<file path="config.mk">
export PLATFORM = sky130hd
export DESIGN_NAME = button_debounce3
export DESIGN_NICKNAME = d
export VERILOG_FILES = /design/src/rtl/button_debounce3.sv
export SDC_FILE = /design/constraint.sdc
export NUM_CORES = 1
export LEC_CHECK = 0
export BUFFER_PORTS_ARGS = -buffer_cell sky130_fd_sc_hd__buf_2
export CAP_MARGIN = 15
export CORE_AREA = 2 2 144 146
export DETAILED_ROUTE_END_ITERATION = 16
export DIE_AREA = 0 0 146 148
export GPL_TIMING_DRIVEN = 1
export PLACE_DENSITY = 0.4
export SLEW_MARGIN = 20
export SYNTH_ARGS = -nofsm -noshare
export SYNTH_HDL_FRONTEND = slang
export SYNTH_SLANG_ARGS = --single-unit
</file>
<file path="constraint.sdc">
create_clock -name clk -period 3.4 [get_ports clk]
set_input_delay 0.51 -clock clk [delete_from_list [all_inputs] [get_ports clk]]
set_output_delay 0.51 -clock clk [all_outputs]
set_load 0.01 [all_outputs]
</file>
<file path="src/rtl/button_debounce3.sv">
// Three-channel push-button debouncer: 2-flop synchronizer, per-channel
// counter and FSM, registered levels plus one-cycle rise/fall pulses.
module button_debounce3 #(
    parameter int unsigned DEBOUNCE_CYCLES = 120000,
    parameter int unsigned CNT_W           = 24
) (
    input  logic       clk,
    input  logic       rstn,
    input  logic [2:0] btn,
    output logic       x0,
    output logic       x1,
    output logic       x2,
    output logic [2:0] rise,
    output logic [2:0] fall
);

    typedef enum logic [1:0] {
        STABLE_LO,
        WAIT_HI,
        STABLE_HI,
        WAIT_LO
    } state_t;

    localparam logic [CNT_W-1:0] LIMIT = CNT_W'(DEBOUNCE_CYCLES);
    localparam logic [CNT_W-1:0] ONE   = CNT_W'(1);
    localparam logic [CNT_W-1:0] ZERO  = '0;

    logic [2:0]       s1_q, s1_d;
    logic [2:0]       s2_q, s2_d;
    logic [2:0]       x_q, x_d;
    logic [2:0]       rise_q, rise_d;
    logic [2:0]       fall_q, fall_d;
    state_t           state_q [3];
    state_t           state_d [3];
    logic [CNT_W-1:0] cnt_q [3];
    logic [CNT_W-1:0] cnt_d [3];

    always_ff @(posedge clk or negedge rstn) begin
        if (!rstn) begin
            s1_q   <= '0;
            s2_q   <= '0;
            x_q    <= '0;
            rise_q <= '0;
            fall_q <= '0;
            for (int i = 0; i < 3; i++) begin
                state_q[i] <= STABLE_LO;
                cnt_q[i]   <= ZERO;
            end
        end else begin
            s1_q   <= s1_d;
            s2_q   <= s2_d;
            x_q    <= x_d;
            rise_q <= rise_d;
            fall_q <= fall_d;
            for (int i = 0; i < 3; i++) begin
                state_q[i] <= state_d[i];
                cnt_q[i]   <= cnt_d[i];
            end
        end
    end

    // A sample matching the current output aborts the wait with no pulse.
    always_comb begin
        s1_d   = btn;
        s2_d   = s1_q;
        x_d    = x_q;
        rise_d = '0;
        fall_d = '0;
        for (int i = 0; i < 3; i++) begin
            state_d[i] = state_q[i];
            cnt_d[i]   = cnt_q[i];
            unique case (state_q[i])
                STABLE_LO: begin
                    if (s2_q[i]) begin
                        state_d[i] = WAIT_HI;
                        cnt_d[i]   = ONE;
                    end
                end
                WAIT_HI: begin
                    if (!s2_q[i]) begin
                        state_d[i] = STABLE_LO;
                        cnt_d[i]   = ZERO;
                    end else if (cnt_q[i] == LIMIT) begin
                        state_d[i] = STABLE_HI;
                        cnt_d[i]   = ZERO;
                        x_d[i]     = 1'b1;
                        rise_d[i]  = 1'b1;
                    end else begin
                        cnt_d[i] = cnt_q[i] + ONE;
                    end
                end
                STABLE_HI: begin
                    if (!s2_q[i]) begin
                        state_d[i] = WAIT_LO;
                        cnt_d[i]   = ONE;
                    end
                end
                WAIT_LO: begin
                    if (s2_q[i]) begin
                        state_d[i] = STABLE_HI;
                        cnt_d[i]   = ZERO;
                    end else if (cnt_q[i] == LIMIT) begin
                        state_d[i] = STABLE_LO;
                        cnt_d[i]   = ZERO;
                        x_d[i]     = 1'b0;
                        fall_d[i]  = 1'b1;
                    end else begin
                        cnt_d[i] = cnt_q[i] + ONE;
                    end
                end
                default: begin
                    state_d[i] = STABLE_LO;
                    cnt_d[i]   = ZERO;
                end
            endcase
        end
    end

    assign x0   = x_q[0];
    assign x1   = x_q[1];
    assign x2   = x_q[2];
    assign rise = rise_q;
    assign fall = fall_q;

endmodule

</file>
==> impl_metrics.ini, run 1 <==
[outcome]
status = finished, final reports clean

[cells_and_area]
drive_gt1_frac = 0.0985
multi_input_area_um2 = 2430
nFillCells = 2156
layout.cells.non_filler = 818
finalNetCount = 554
seq_area_um2 = 2330
antenna-diode-count = 0
area_delta_synth_final_pct = 14.1
fin_area_um2 = 5620

[timing]
final-max-slew-violation-count = 0
finalCritPeriodShare = 0.675
relSlewSlack = 0.383
fin_crit_ps = 2290
whs_ps = 264
setup_viol = 0
tns_ps = 0
finalHoldViolations = 0
finalClockSkew_ps = 6.27
rsz0062_at_grt = false
tightest_slew_ps = 925
fmax_mhz = 436

[synth]
avgSynthCellArea_um2 = 9.29
synth-edff-count = 0
syn-num-nets = 541
synth_top_area_share = 0.473
syn_inst = 530
synthTopCellsByArea = dfrtp_1 47%, nand2_1 4.2%, nand3_1 3.7%, nor2_1 3.6%, a21oi_1 3.6%
ys_seq_elements = 93
ys.warnings.count = 0
synthesis.area_um2 = 4920
synth_flop_cell = dfrtp_1
yosys.area.top_type = dfrtp_1
ys_types = 60
synthArstFlopShare = 1.00
ys_seq_area_frac = 0.473

[floorplan]
io_pins = 14
die_h_um = 148
die_x_um = 146
initial_utilization = 0.246
die_area_um2 = 21600
num_rows = 52
core_area_um2 = 20000

[worst_setup_path]
worst_setup_path_start_kind = flop
max_stage_delay_ps = 560
end_kind = flop
crit_type = flop to flop
cp_data_arrival_time_ps = 2580
crit_slowest_cell = a21oi_2
setup.worst_path.start = cnt_q[24]
worstPathCellList = inv_1, ha_1, nor3b_1, and3_1, a21oi_2, buf_4, a21oi_1, o21ba_2
crit_fanout = 18
required_ps = 3690
rr_startpoint = cnt_q[24]

[pwr]
p_leak_nw = 2.30
power_mw = 2.46
peakVddDrop_mv = 0.231
powerDensity_nw_per_um2 = 439
p_sw_uw = 607
pwr-share-clk = 0.440
p_int_mw = 1.86
pwr-share-seq = 0.485
combPwrFrac = 0.074
netSwitchingFraction = 0.246

[min_path]
hold_path.class = input pin to flop
holdCritStartpoint = btn[1]

[placement]
dp_hpwl_mm = 7.77
post_dp_cell_area_um2 = 5300
portBuffers = 13
place_inst = 802
place.gp.congestion = 0.749

[clock_tree]
cts.path.max_buffers = 2
h-tree-depth = 3
cts_root_buf = clkbuf_16
path_clk_slew_ps = 70
cts_hold_buf = 0
cts_num_sinks = 93
numCtsBuffers = 9
post_cts_buffers = 0
cts_tree = yes
clk_latency_ps = 350
cts_resized = 0

[global_routing]
grt_max_degree = 71
antenna_found_initial = 0
grt_pass1_wl_mm = 19.7
grt_pass1_vias = 3801
grt_util_all_layers = 0.111
overflow = 0

[flow_run]
maxCapViolCount = 0

[detailed_routing]
drtPass1Iterations = 4
wl_mm = 11.3
drc_errors = 0
vias_per_cell = 4.85
postRouteAntennaNets = 0
dr_total_vias = 3971
routedWlPerCell_um = 13.9
drt_iter0_markers = 213
==> placed cells by master (no fill, tap or decap), drive strengths merged, types with 14 or more instances in the layout <==
master	netlist	layout
nor2	47	47
nor4	14	14
inv	20	20
a21oi	36	36
nand4	19	19
and3	15	15
nand2	55	55
buf	10	22
dfrtp	93	93
nand3	37	37
o21ai	15	15
a31oi	20	20
nor3	16	16
==> synth_stat cells (all sizes together), types with 5 or more instances <==
library cell / n
nor3: 16
and2: 10
nand3: 37
o21ai: 15
xor2: 8
inv: 20
and4: 5
ha: 6
a31oi: 20
o211ai: 7
mux2i: 8
a22o: 9
nand2b: 8
nand4: 19
xnor2: 12
nor4: 14
nand2: 55
a41oi: 5
clkbuf: 10
dfrtp: 93
and3: 15
buf: 10
nor2: 47
or2: 5
a21oi: 36
==> stage by stage <==
stage	setup WS, ps	utilization
CTS	1130	0.280
global route	945	0.280
global placement	1160	0.265
finish	1110	0.280
floorplan	1460	-
detailed placement	1140	0.265
==> routing by layer <==
| layer | vias to the layer above | part of all wire | GRT usage |
|---|---|---|---|
| met5 | - | 0 | 0 |
| met4 | 0 | 0.011 | 0.0277 |
| met3 | 7 | 0.029 | 0.0296 |
| met2 | 58 | 0.45 | 0.176 |
| met1 | 1939 | 0.51 | 0.152 |
| li1 | 1967 | - | - |
==> worst paths after layout <==
check / slack (ps) / cells after the start / endpoint
min in group asynchronous: 300 / 1 / fall[2]
min: 260 / 1 / s1_q[1]
min reg2reg: 350 / 0 / s2_q[0]
max reg2reg: 1110 / 8 / cnt_q[32]
max in group asynchronous: 2340 / 2 / cnt_q[54]
max: 1110 / 8 / cnt_q[32]
==> area by class of cell <==
class / count / area share
timing repair buffer: 22 / 0.0241
clock inverter: 6 / 0.0156
inverter: 20 / 0.0134
multi-input combinational: 397 / 0.432
sequential: 93 / 0.414
tap: 270 / 0.0601
clock buffer: 10 / 0.0408
==> registers in the layout (all words and copies together) (netlist names), named ones only <==
register and flops:
x_q 3, cnt_q 72, rise 3, state_q 3
fall 3, s2_q 3, s1_q 3
==> kinds of logic after synthesis <==
| logic type | Yosys count | share of synthesized area |
|---|---|---|
| xor gates and xnor gates | 20 | 0.0356 |
| and+or+nand+nor | 251 | 0.276 |
| DFF | 93 | 0.473 |
| buffers and inverters | 40 | 0.0356 |
| muxes | 10 | 0.0208 |
| AOI/OAI and AO/OA | 110 | 0.144 |
| adders and majority gates | 6 | 0.0152 |
==> worst max-delay path: cells and delay by family, from the launching register on <==
family                   cells  cell delay [ps]
AO/OA/AOI/OAI                3              870
buffers and inverters        2              430
flip-flops                   1              380
AND/OR/NAND/NOR              2              370
adder cells (fa/ha/maj)      1              190
==> power by group through the flow <==
stage                     combinational [mW]  clock [mW]  sequential, mW
final                                  0.183        1.08            1.20
after global routing                   0.212        1.18            1.21
after CTS                              0.188        1.13            1.20
after detailed placement               0.188           0            1.22
after global placement                 0.187           0            1.22
after floorplan                        0.129           0            1.20
(Power assumes the default switching activity.)
==> inputs of run 2 (changes only) <==
--- a/config.mk
+++ b/config.mk
@@ -5,13 +5,14 @@
 export SDC_FILE = /design/constraint.sdc
 export NUM_CORES = 1
 export LEC_CHECK = 0
+export ABC_AREA = 1
 export BUFFER_PORTS_ARGS = -buffer_cell sky130_fd_sc_hd__buf_2
 export CAP_MARGIN = 15
-export CORE_AREA = 2 2 144 146
+export CORE_AREA = 2 2 155 157
 export DETAILED_ROUTE_END_ITERATION = 16
-export DIE_AREA = 0 0 146 148
+export DIE_AREA = 0 0 157 159
 export GPL_TIMING_DRIVEN = 1
-export PLACE_DENSITY = 0.4
+export PLACE_DENSITY = 0.42
 export SLEW_MARGIN = 20
 export SYNTH_ARGS = -nofsm -noshare
 export SYNTH_HDL_FRONTEND = slang
==> constraint.sdc (replaced) <==
create_clock -name clk -period 2.06 [get_ports clk]
set_input_delay 0.309 -clock clk [delete_from_list [all_inputs] [get_ports clk]]
set_output_delay 0.309 -clock clk [all_outputs]
set_load 0.01 [all_outputs]
==> impl_metrics.ini, run 2 <==
[synth]
yosys-mux-area-fraction = 0
synthTopCellsByCount = 224 x nand2_1, 114 x nor2_1, 99 x nand3_1
yosys.area.top_type = dfrtp_1
synth_top_area_share = 0.405
synth-simple-area-share = 0.400
synth_top_family_by_area = simple AND/OR/NAND/NOR gates
avgSynthCellArea_um2 = 6.98
synthArstFlopShare = 1.00
synthesis.area_um2 = 5750
synth-edff-count = 0
synth.most_common_cell = nand2_1
ys_seq_elements = 93
ys_seq_area_frac = 0.405
synth_compound_area_frac = 0.0697
synthTopCellsByArea = dfrtp_1 41%, nand2_1 15%, nand3_1 8.6%, nor2_1 7.4%, inv_1 6.0%
synth_adder_area_share = 0.0131
synth_flop_cell = dfrtp_1
synth_xor_area_frac = 0.0274
ys.warnings.count = 0
syn-num-nets = 834
ys_types = 36
syn_inst = 823

[global_routing]
grt_pass1_wl_mm = 26.4
grt_pass1_vias = 5274
antenna_found_initial = 0
overflow = 0
grt_util_all_layers = 0.131
grt_max_degree = 47

[detailed_routing]
postRouteAntennaNets = 0
drt_iter0_markers = 313
wl_mm = 15.5
routedWlPerCell_um = 13.3
drtPass1Iterations = 4
vias_per_cell = 4.46
dr_total_vias = 5202
drc_errors = 0

[floorplan]
die_h_um = 159
core_area_um2 = 23200
io_pins = 14
initial_utilization = 0.248
die_area_um2 = 25000
die_x_um = 157
num_rows = 56

[timing]
setup_viol = 0
fmax_mhz = 555
finalClockSkew_ps = 11.4
finalCritPeriodShare = 0.874
final-max-slew-violation-count = 0
tns_ps = 0
relSlewSlack = 0.362
fin_crit_ps = 1800
tightest_slew_ps = 953
whs_ps = 64.6
finalHoldViolations = 0
rsz0062_at_grt = false
post-route-worst-setup-slack_ps = 259

[pwr]
p_leak_nw = 2.90
peakVddDrop_mv = 0.448
powerDensity_nw_per_um2 = 665

[placement]
pre_cts_slack_ps = 191
place.gp.congestion = 0.845
dp_hpwl_mm = 11.5
portBuffers = 13
post_dp_cell_area_um2 = 6230

[cells_and_area]
fin_area_um2 = 6580
drive_gt1_frac = 0.0920
finalNetCount = 855
layout_commonest_cell = nand2_1
regMostFlops = cnt_q
area_delta_synth_final_pct = 14.5
largest_reg_flops = 72
final_cell_mix = 224 x nand2_1, 113 x nor2_1, 99 x nand3_1
antenna-diode-count = 0
fin_util = 0.284

[clock_tree]
cts_tree = yes
h-tree-depth = 3
clk_latency_ps = 350
cts_num_sinks = 93
cts.path.max_buffers = 2
numCtsBuffers = 9
post_cts_buffers = 0
path_clk_slew_ps = 70
cts_root_buf = clkbuf_16

[worst_setup_path]
required_ps = 2280
end_kind = flop
cp_data_arrival_time_ps = 2020
worst_setup_path_start_kind = flop
crit_type = flop to flop
crit_fanout = 9

[flow_run]
maxCapViolCount = 0

[outcome]
status = finished, final reports clean

[min_path]
hold_path.class = input pin to flop
==> run 2: changes by cell type in the layout (fill, tap and decap cells not counted), moves of 12 or more <==
cell	change
and3_1	-15
o21ai_1	+14
inv_2	+14
a31oi_1	-16
nor2_1	+66
nand2_1	+169
inv_1	+72
a21oi_1	-25
nand3_1	+63
nand4_1	+12
==> run 2: worst max-delay path, cell delays in order, from the launching register on <==
cell     delay, ps
dfrtp_1        460
inv_2          110
ha_1           210
nand3_1         90
nor2_1         110
nand3_1        180
nand3_1        130
nand2_1         90
nor2_4         240
nor2_1          70
==> run 2: cells by family (layout without fill, tap and decap cells) <==
logic type / Yosys count / in the layout
simple gates: 515 / 515
fa+ha+maj: 6 / 6
compound gates: 69 / 69
flops: 93 / 93
xor+xnor: 18 / 18
buf+inv: 122 / 147
==> run 2: area by class of cell <==
type	count	area (µm²)
Fill cell	2578	16600
Multi-Input combinational cell	608	2930
Sequential cell	93	2330
Inverter	109	412
Tap cell	319	399
Clock buffer	10	229
Timing Repair Buffer	23	170
Clock inverter	5	109
==> run 2: through the flow <==
stage | instances | total power [mW]
6_report | 1167 | 4.38
5_1_grt | 1167 | 4.60
4_1_cts | 1167 | 4.47
3_5_place_dp | 1151 | 2.49
3_3_place_gp | 1151 | 2.49
2_1_floorplan | 823 | 2.30
==> run 2: timing repair <==
item | in CTS | in global routing
hold buffers | 1 | 0
resized for setup | 0 | 1
setup endpoints to repair | 0 | 1
hold endpoints to repair | 23 | 0
==> run 2: power by group <==
part | total, mW | leakage [nW] | internal [mW] | switching (mW)
clock network | 1.94 | 0.161 | 1.19 | 0.747
registers | 1.94 | 1.27 | 1.88 | 0.0580
logic | 0.500 | 1.47 | 0.151 | 0.349
==> run 2: path summary, 6_finish.rpt <==
path                                 from    endpoint  slack (ps)  cells after the start
min in group asynchronous            rstn   cnt_q[62]         450                      2
max in group asynchronous            rstn  state_q[0]        1020                      3
worst min-delay path               btn[0]     s1_q[0]          60                      1
worst min register to register    s1_q[1]     s2_q[1]         350                      0
worst max-delay path            cnt_q[48]   cnt_q[50]         260                      9
worst max register to register  cnt_q[48]   cnt_q[50]         260                      9
==> run 2: metal layers <==
layer	wire, µm	global-route usage
met1	7430	0.176
met2	7190	0.214
met3	560	0.0196
met4	311	0.0463
met5	0	0
==> inputs of run 3 (changes only) <==
--- a/config.mk
+++ b/config.mk
@@ -8,11 +8,14 @@
 export ABC_AREA = 1
 export BUFFER_PORTS_ARGS = -buffer_cell sky130_fd_sc_hd__buf_2
 export CAP_MARGIN = 15
-export CORE_AREA = 2 2 155 157
+export CELL_PAD_IN_SITES_DETAIL_PLACEMENT = 1
+export CELL_PAD_IN_SITES_GLOBAL_PLACEMENT = 2
+export CORE_AREA = 2 2 135 137
 export DETAILED_ROUTE_END_ITERATION = 16
-export DIE_AREA = 0 0 157 159
+export DIE_AREA = 0 0 137 139
 export GPL_TIMING_DRIVEN = 1
-export PLACE_DENSITY = 0.42
+export PLACE_DENSITY = 0.78
+export RECOVER_POWER = 100
 export SLEW_MARGIN = 20
 export SYNTH_ARGS = -nofsm -noshare
 export SYNTH_HDL_FRONTEND = slang
==> impl_metrics.ini, run 3 (synthesized netlist as in run 2, its figures left out) <==
[outcome]
status = finished, final reports clean

[floorplan]
io_pins = 14
die_area_um2 = 19000
num_rows = 49
initial_utilization = 0.325
die_x_um = 137
core_area_um2 = 17700
die_h_um = 139

[detailed_routing]
drtPass1Iterations = 4
drc_errors = 0
dr_total_vias = 5472
routedWlPerCell_um = 15.8
vias_per_cell = 5.05
drt_iter0_markers = 230
wl_mm = 17.1
postRouteAntennaNets = 0

[cells_and_area]
finalNetCount = 860
largest_reg_flops = 72
area_delta_synth_final_pct = 11.1
layout_commonest_cell = nand2_1
final_cell_mix = 226 x nand2_1, 117 x nor2_1, 99 x nand3_1
drive_gt1_frac = 0.0773
regMostFlops = cnt_q
layout.cells.non_filler = 1083
antenna-diode-count = 0
nFillCells = 2254

[clock_tree]
cts_root_buf = clkbuf_16
clk_latency_ps = 360
path_clk_slew_ps = 80
cts_tree = yes
cts.path.max_buffers = 2
numCtsBuffers = 9
cts_num_sinks = 93
h-tree-depth = 3

[timing]
setup_viol = 0
fmax_mhz = 530
finalHoldViolations = 0
finalCritPeriodShare = 0.916
relSlewSlack = 0.326
post-route-worst-setup-slack_ps = 173
tightest_slew_ps = 1010
fin_crit_ps = 1890
finalClockSkew_ps = 16.8
rsz0062_at_grt = false
tns_ps = 0
final-max-slew-violation-count = 0

[pwr]
netSwitchingFraction = 0.282
p_leak_nw = 2.85
peakVddDrop_mv = 0.471
pwr-share-seq = 0.469
combPwrFrac = 0.115
p_int_mw = 2.97
powerDensity_nw_per_um2 = 647
p_sw_mw = 1.16
pwr-share-clk = 0.416

[worst_setup_path]
cp_data_arrival_time_ps = 2130
end_kind = flop
reg2reg_depth = 9
crit_fanout = 12
timing.rr.end = cnt_q[66]
rrSetupSlack_ps = 170
crit_type = flop to flop
required_ps = 2300
worst_setup_path_start_kind = flop

[placement]
pre_cts_slack_ps = 204
place.gp.congestion = 0.824
place_inst = 1066
portBuffers = 13
dp_hpwl_mm = 13.3

[min_path]
hold_path.class = input pin to flop
hold_end = s1_q[2]
holdPathStages = 1
holdCritStartpoint = btn[2]

[global_routing]
grt_max_degree = 39
grt_pass1_wl_mm = 29.5
overflow = 0
grt_pass1_vias = 5891
antenna_found_initial = 0
grt_util_all_layers = 0.194

[flow_run]
maxCapViolCount = 0
[run 3: what timing repair did]
action                                 CTS  global route
endpoints found under the hold margin   31             0
setup endpoints to repair                0             1
setup buffers                            0             0
resized for setup                        0             1
hold buffers                             1             0
[run 3: worst max-delay path by stage]
stage | start | to | slack [ps] | depth (start not counted)
after floorplan | cnt_q[48] | cnt_q[50] | 560 | 9
after global placement | cnt_q[48] | x_q[0] | 280 | 11
after detailed placement | cnt_q[48] | cnt_q[70] | 200 | 9
after CTS | cnt_q[48] | cnt_q[54] | 180 | 9
after global routing | cnt_q[50] | cnt_q[63] | 10 | 8
final | flop | cnt_q[66] | 170 | 9
[run 3: power by group through the flow]
stage | Combinational [mW] | Sequential [mW] | Clock, mW
global route | 0.549 | 1.95 | 1.84
CTS | 0.518 | 1.94 | 1.77
floorplan | 0.341 | 1.96 | 0
finish | 0.475 | 1.94 | 1.72
global placement | 0.503 | 1.97 | 0
detailed placement | 0.515 | 1.97 | 0
[run 3: through the flow]
stage | power (mW) | instance area, µm² | hold slack (ps) | util
floorplan | 2.30 | 5750 | 13.4 | -
global route | 4.34 | 6380 | 46.9 | 0.361
finish | 4.13 | 6380 | 57.8 | 0.361
detailed placement | 2.49 | 6140 | 325 | 0.348
CTS | 4.23 | 6450 | 46.8 | 0.365
global placement | 2.47 | 6140 | 326 | 0.348
[run 3: layer usage]
layer  vias up  share of wire  track usage
li1       2710              -            -
met1      2690           0.46        0.249
met2        48           0.50        0.330
met3        24          0.017       0.0260
met4         0          0.021       0.0695
met5         -              0            0
[run 3: critical path, cell delays in order (launching register included)]
cell and delay [ps]:
dfrtp_1 430, inv_1 130, nand2_1 70, nand2_1 100, inv_1 80, nand2_1 380
inv_2 80, clkbuf_2 280, nand2_1 130, nand3_1 90
[run 3: final cells by class]
class,count,area (µm²),area share
Clock buffer,10,229,0.0359
Timing Repair Buffer,28,174,0.0273
Tap cell,229,287,0.0449
Multi-Input combinational cell,608,2890,0.452
Sequential cell,93,2330,0.365
Inverter,109,409,0.0641
Clock inverter,6,68.8,0.0108
